--- src/rtl/active_list_pkg.sv ---
// Shared types for the active list (reorder buffer) and its rollback walker.
// Provides the physical register type, the active list tag type, the
// per-entry record and the rollback FSM state encoding.
package active_list_pkg;

  localparam int PHYS_REG_COUNT = 64;
  localparam int LOGICAL_REG_W  = 5;
  localparam int AL_DEPTH       = 32;

  typedef logic [$clog2(PHYS_REG_COUNT)-1:0] phys_reg_t;
  typedef logic [LOGICAL_REG_W-1:0]          logical_reg_t;
  typedef logic [$clog2(AL_DEPTH)-1:0]       al_tag_t;

  typedef struct packed {
    logic         valid;
    logic         done;
    logic         has_dest;
    logical_reg_t logical;
    phys_reg_t    new_phys;
    phys_reg_t    prev_phys;
  } active_list_entry_t;

  typedef enum logic {
    AL_IDLE     = 1'b0,
    AL_ROLLBACK = 1'b1
  } al_state_t;

endpackage

--- src/rtl/active_list_rollback_fsm.sv ---
// Rollback walker for the active list.
//
// state    | meaning
// ---------+-------------------------------------------------------------
// AL_IDLE  | normal operation; allocation/commit allowed
// AL_ROLLBACK | walking squashed entries youngest-first, one per cycle
//
// Ports:
//   clk, rst     clock, synchronous active-high reset
//   flush_valid  mispredict reported this cycle
//   flush_hit    the flushed tag names a valid entry
//   flush_tag    mispredicted branch tag
//   tail         current tail pointer of the list
//   idle         FSM is in AL_IDLE
//   step         one squashed entry (at walk) is consumed this cycle
//   last         this step is the final one of the walk
//   walk         entry being consumed while step is high
module active_list_rollback_fsm
  import active_list_pkg::*;
#(
  parameter int TAG_W = 5
) (
  input  logic             clk,
  input  logic             rst,
  input  logic             flush_valid,
  input  logic             flush_hit,
  input  logic [TAG_W-1:0] flush_tag,
  input  logic [TAG_W-1:0] tail,
  output logic             idle,
  output logic             step,
  output logic             last,
  output logic [TAG_W-1:0] walk
);

  al_state_t        state, state_n;
  logic [TAG_W-1:0] walk_q, walk_n;
  logic [TAG_W-1:0] stop_q, stop_n;

  always_ff @(posedge clk) begin
    if (rst) begin
      state  <= AL_IDLE;
      walk_q <= '0;
      stop_q <= '0;
    end else begin
      state  <= state_n;
      walk_q <= walk_n;
      stop_q <= stop_n;
    end
  end

  always_comb begin
    state_n = state;
    walk_n  = walk_q;
    stop_n  = stop_q;
    step    = 1'b0;
    last    = 1'b0;
    unique case (state)
      AL_IDLE: begin
        // A flush of the youngest entry squashes nothing, so no walk.
        if (flush_valid && flush_hit && (flush_tag != tail - 1'b1)) begin
          state_n = AL_ROLLBACK;
          walk_n  = tail - 1'b1;
          stop_n  = flush_tag + 1'b1;
        end
      end
      AL_ROLLBACK: begin
        step = 1'b1;
        if (walk_q == stop_q) begin
          last    = 1'b1;
          state_n = AL_IDLE;
        end else begin
          walk_n = walk_q - 1'b1;
        end
      end
      default: state_n = AL_IDLE;
    endcase
  end

  assign idle = (state == AL_IDLE);
  assign walk = walk_q;

endmodule

--- src/rtl/active_list.sv ---
// In-order active list (reorder buffer) sitting behind the register map table.
// Allocates one entry per renamed instruction, retires completed entries in
// program order (returning prev_phys to the free list), and on a mispredict
// walks squashed entries youngest-first so map table and free list recover.
//
// Ports:
//   clk, rst                    clock, synchronous active-high reset
//   alloc_*                     rename-side allocation handshake and payload
//   alloc_tag                   tag given to the entry allocated this cycle
//   complete_valid/_tag         writeback completion
//   commit_*                    head retirement toward the free list
//   flush_valid/_tag            mispredict; entries younger than the tag die
//   rb_*                        rollback records, youngest first
//   empty, full, count          occupancy
module active_list
  import active_list_pkg::*;
#(
  parameter int DEPTH     = 32,
  parameter int PHYS_REGS = 64
) (
  input  logic                     clk,
  input  logic                     rst,
  input  logic                     alloc_valid,
  output logic                     alloc_ready,
  input  logic                     alloc_has_dest,
  input  logical_reg_t             alloc_logical_reg,
  input  phys_reg_t                alloc_new_phys,
  input  phys_reg_t                alloc_prev_phys,
  output logic [$clog2(DEPTH)-1:0] alloc_tag,
  input  logic                     complete_valid,
  input  logic [$clog2(DEPTH)-1:0] complete_tag,
  output logic                     commit_valid,
  output logic                     commit_has_dest,
  output logical_reg_t             commit_logical_reg,
  output phys_reg_t                commit_free_phys,
  input  logic                     commit_ready,
  input  logic                     flush_valid,
  input  logic [$clog2(DEPTH)-1:0] flush_tag,
  output logic                     rb_valid,
  output logical_reg_t             rb_logical_reg,
  output phys_reg_t                rb_prev_phys,
  output phys_reg_t                rb_free_phys,
  output logic                     empty,
  output logic                     full,
  output logic [$clog2(DEPTH):0]   count
);

  localparam int TAG_W = $clog2(DEPTH);
  localparam logic [TAG_W:0] COUNT_FULL = (TAG_W+1)'(DEPTH);

  if ((PHYS_REGS != PHYS_REG_COUNT) || (DEPTH < 4) || ((1 << TAG_W) != DEPTH)) begin : g_bad_params
    $error("active_list: DEPTH must be a power of two >= 4 and PHYS_REGS must match phys_reg_t");
  end

  active_list_entry_t entries [DEPTH];
  logic [TAG_W-1:0]   head, tail;
  logic [TAG_W:0]     count_q;

  logic             idle, rb_step, rb_done;
  logic [TAG_W-1:0] walk;
  logic             flush_hit, flush_accept;
  logic             alloc_fire, commit_fire;

  assign flush_hit    = entries[flush_tag].valid;
  assign flush_accept = idle && flush_valid && flush_hit;

  active_list_rollback_fsm #(.TAG_W(TAG_W)) u_rollback (
    .clk        (clk),
    .rst        (rst),
    .flush_valid(flush_valid),
    .flush_hit  (flush_hit),
    .flush_tag  (flush_tag),
    .tail       (tail),
    .idle       (idle),
    .step       (rb_step),
    .last       (rb_done),
    .walk       (walk)
  );

  // Registered count only: a full list cannot allocate even if the head
  // retires in the same cycle.
  assign alloc_ready = (count_q < COUNT_FULL) && idle && !flush_valid;
  assign alloc_fire  = alloc_valid && alloc_ready;
  assign alloc_tag   = tail;

  assign commit_valid = idle && !flush_valid && entries[head].valid && entries[head].done;
  assign commit_fire  = commit_valid && commit_ready;

  assign commit_has_dest    = commit_valid && entries[head].has_dest;
  assign commit_logical_reg = commit_valid ? entries[head].logical   : '0;
  assign commit_free_phys   = commit_valid ? entries[head].prev_phys : '0;

  assign rb_valid       = rb_step && entries[walk].has_dest;
  assign rb_logical_reg = rb_step ? entries[walk].logical   : '0;
  assign rb_prev_phys   = rb_step ? entries[walk].prev_phys : '0;
  assign rb_free_phys   = rb_step ? entries[walk].new_phys  : '0;

  assign count = count_q;
  assign empty = (count_q == '0);
  assign full  = (count_q == COUNT_FULL);

  always_ff @(posedge clk) begin
    if (rst) begin
      head    <= '0;
      tail    <= '0;
      count_q <= '0;
      for (int i = 0; i < DEPTH; i++) entries[i] <= '0;
    end else begin
      if (complete_valid && !flush_accept && entries[complete_tag].valid)
        entries[complete_tag].done <= 1'b1;
      if (commit_fire) begin
        entries[head].valid <= 1'b0;
        entries[head].done  <= 1'b0;
        head                <= head + 1'b1;
      end
      if (alloc_fire) begin
        entries[tail].valid     <= 1'b1;
        entries[tail].done      <= 1'b0;
        entries[tail].has_dest  <= alloc_has_dest;
        entries[tail].logical   <= alloc_logical_reg;
        entries[tail].new_phys  <= alloc_new_phys;
        entries[tail].prev_phys <= alloc_prev_phys;
        tail                    <= tail + 1'b1;
      end
      // Squash is ordered last so it overrides a same-cycle completion.
      if (rb_step) begin
        entries[walk].valid <= 1'b0;
        entries[walk].done  <= 1'b0;
        tail                <= tail - 1'b1;
      end
      if (rb_step)
        count_q <= count_q - 1'b1;
      else if (alloc_fire && !commit_fire)
        count_q <= count_q + 1'b1;
      else if (commit_fire && !alloc_fire)
        count_q <= count_q - 1'b1;
    end
  end

  a_no_flush_in_rollback: assert property (@(posedge clk) disable iff (rst) !(!idle && flush_valid));
  a_done_returns_idle:    assert property (@(posedge clk) disable iff (rst) rb_done |=> idle);

endmodule

--- config.mk ---
export PLATFORM = sky130hd
export DESIGN_NAME = active_list
export DESIGN_NICKNAME = d
export VERILOG_FILES = /design/src/rtl/active_list_pkg.sv /design/src/rtl/active_list_rollback_fsm.sv /design/src/rtl/active_list.sv
export SDC_FILE = /design/constraint.sdc
export NUM_CORES = 1
export LEC_CHECK = 0
export ABC_CLOCK_PERIOD_IN_PS = 10900
export CAP_MARGIN = 20
export CORE_MARGIN = 8
export CORE_UTILIZATION = 45
export CTS_CLUSTER_SIZE = 30
export DETAILED_ROUTE_END_ITERATION = 10
export PLACE_DENSITY = 0.67
export SYNTH_ARGS = -nofsm -noshare
export SYNTH_HDL_FRONTEND = slang
export SYNTH_SLANG_ARGS = --single-unit
--- constraint.sdc ---
create_clock -name clk -period 10.9 [get_ports clk]
set_clock_uncertainty 0.15 [all_clocks]
set_input_delay 3.27 -clock clk [delete_from_list [all_inputs] [get_ports clk]]
set_output_delay 3.27 -clock clk [all_outputs]
set_load 0.03 [all_outputs]
==> results_dict.tcl <==
set metrics [dict create \
    clk_latency_ps 630 \
    clock_sink_count 677 \
    placed_cell_area_sq_mm 0.0367 \
    drc 0 \
    cts_tree "done" \
    overflow 0 \
    top_layer "met5" \
    ioPinCount 79 \
    ys_seq_area_share_pct 55.5 \
    via_count 22429 \
    first_pass_iters 6 \
    synth_edf_count 576 \
    drive_gt1_share_pct 22.7 \
    syn_avg_cell_area_sq_um 14.2 \
    outcome "completed" \
    worstSetupStartpoint "flush_valid" \
    crit_slowest_cell "clkdlybuf4s50_1" \
    cpPeakStageDelay_ps 710 \
    synth-main-ff-cell "edfxtp_1" \
    holdPathStages 2 \
    finalSetupViolCount 0 \
    finalCriticalPeriod_ps 8900 \
    cts.htree.levels 3 \
    grt_setup_unrepaired "no" \
    yosysWarnings 0 \
    vdd_ir_drop_max_uv 116 \
    grt_pass1_wl_um 155000 \
    path_clk_slew_ps 60 \
    crit_fanout 13 \
    floorplan.initialDensity_pct 45.2 \
    grt_max_degree 99 \
    synth_top_area_cell "edfxtp_1" \
    dr.first_iter.drc_count 2700 \
    finalHoldViolCount 0 \
    rr_worst_depth 9 \
    route.met2.wl_um 50300 \
    synthArstFlopShare_pct 0 \
    critPathRequiredTime_ps 7480 \
    max_freq_mhz 112 \
    worst_hold_slack_ps 327 \
    final_nets 2488 \
    synthesis.area_sq_mm 0.0348 \
    die_area_sq_mm 0.0865 \
    final_common_cell "edfxtp_1" \
    syn_nets 2491 \
    relSlewSlack_pct 20.6 \
    setup.worst_path.class "in2out" \
    synth_top_cell_area_share_pct 49.7 \
    clk_path_buf_depth 3 \
    post_cts_buffers 0 \
    ctsResizeCount 0 \
    io_buffer_count 78 \
    antenna_found_initial 10 \
    fill_cells 6315 \
    core_sq_mm 0.0770 \
    path_buf_inv 2 \
    wirelength_um 107000 \
    dp_hpwl_um 64900 \
    yosysUniqueCellTypes 67 \
    hold_buffers 0 \
    worst_pin_slew_ps 1190 \
    final_cell_mix "576 x edfxtp_1, 418 x and2_1, 311 x mux4_2, 168 x and3_1, 127 x nor2_1" \
    grt_util_all_layers_pct 24.6 \
    end_kind "primary output" \
    wl_met3_um 10300 \
    cp.depth 5 \
    gp_congestion 0.928 \
    cp-start-kind "input port" \
    cp_top_family "buffers and inverters" \
    placement_rows 102 \
    die_x_um 294 \
    setup-tns-final_ps 0 \
    leakagePower_nw 14.0 \
    cap_violations 0 \
    hp-class "reg2reg" \
    grt_pass1_vias 22406 \
    area_growth_pct 13.2 \
    antenna_left 0 \
    synthTopCellsByArea "edfxtp_1 50%, mux4_2 20%, and2_1 7.5%, dfxtp_1 5.8%, and3_1 3.1%" \
    slew_violations 0 \
    hp-start "u_rollback.stop_q[0]" \
    cts_made_buffers 75 \
    met1_length_um 41800 \
    syn_inst 2446 \
    postLayoutCellArea_sq_mm 0.0394 \
    power_density_mw_per_mm2 164 \
    synth-seq-cells 677 \
    cp.arrival_ps 5480 \
    cp_cell_sequence "clkdlybuf4s50_1 -> nor2_1 -> nand2b_1 -> nor2_1 -> clkdlybuf4s50_1" \
    fin_crit_sh_pct 81.7 \
    cts_root_buffer "clkbuf_16" \
    post_drt_wl_per_cell_um 30.2 \
    die_y_um 294 \
    viasPerCell 6.33 \
]
-- layout make-up --
type,count,area (sq um),share of cell area (%)
Antenna cell,3,7.51,0.0191
Clock buffer,93,2020,5.12
Clock inverter,44,438,1.11
Inverter,52,195,0.495
Multi-Input combinational cell,1474,14500,36.7
Sequential cell,677,19300,49.1
Tap cell,1040,1300,3.30
Timing Repair Buffer,163,1640,4.16
-- power breakdown --
group	total, mW	internal, mW	switching [mW]	leakage [nW]
clock	2.57	1.51	1.06	1.21
combinational	0.911	0.399	0.511	6.00
sequential	2.98	2.90	0.0807	6.77
-- registers in the layout, summed over array words and instances (netlist names), named ones only --
register	flops
u_rollback.walk	5
u_rollback.stop_q	5
entries	640
alloc_tag	5
u_rollback.state	1
count	6
head	5
-- worst reg2reg max path: stages (launching register included) --
cell and delay (ps):
dfxtp_4 920, buf_4 680, and3b_1 250, nor3_1 310, nor3_1 100, and3b_1 240, or2_1 440, a31oi_2 790
nor2_1 200, o32ai_1 250
-- logic make-up after synthesis --
kind of cell / synth area share, %
buffers and inverters: 3.29
XOR/XNOR: 0.579
flip-flops: 55.5
multiplexers: 21.9
adder cells (fa/ha/maj): 0.396
AO/OA/AOI/OAI: 3.12
AND/OR/NAND/NOR: 15.2
-- cells in the mapped netlist (all sizes together) (2+ instances only) --
master and n:
edfxtp 576, and2 420, mux4 318, clkbuf 199
and3 171, nor2 136, dfxtp 101, nand2 64
inv 51, buf 44, o21ai 40, mux2i 39
nor3 36, nand3 34, a21oi 24, a22oi 23
o32ai 21, xnor2 15, nand3b 13, ha 11
nor2b 11, nor3b 9, xor2 8, a32oi 6
nand2b 6, o211ai 6, a31o 5, a31oi 5
and3b 4, nand4 4, o21a 4, or2 4
a2bb2oi 3, and2b 3, mux2 3, nor4 3
or3 3, a211o 2, a211oi 2, a311oi 2
o22a 2, o2bb2ai 2
-- per-layer routing --
metal	vias up	GRT usage (%)
met3	252	5.06
met1	11553	33.0
met5	-	0
met2	1284	38.9
met4	10	10.3
li1	9330	-
-- final timing paths --
path	to	slack, ps
setup reg to reg	entries[27][19]	6450
hold reg to reg	u_rollback.stop_q[0]	330
setup / recovery	commit_logical_reg[3]	2000
hold / removal	u_rollback.stop_q[0]	330
-- through the flow --
stage	total power [mW]	util, %	std cells	setup slack [ps]
2_1_floorplan	3.60	-	2446	3360
3_3_place_gp	3.92	47.6	3390	2120
3_5_place_dp	3.93	47.7	3395	2040
4_1_cts	6.48	50.9	3532	2030
5_1_grt	6.63	51.2	3543	1920
6_report	6.46	51.2	3546	2000
(Power assumes the default switching activity.)
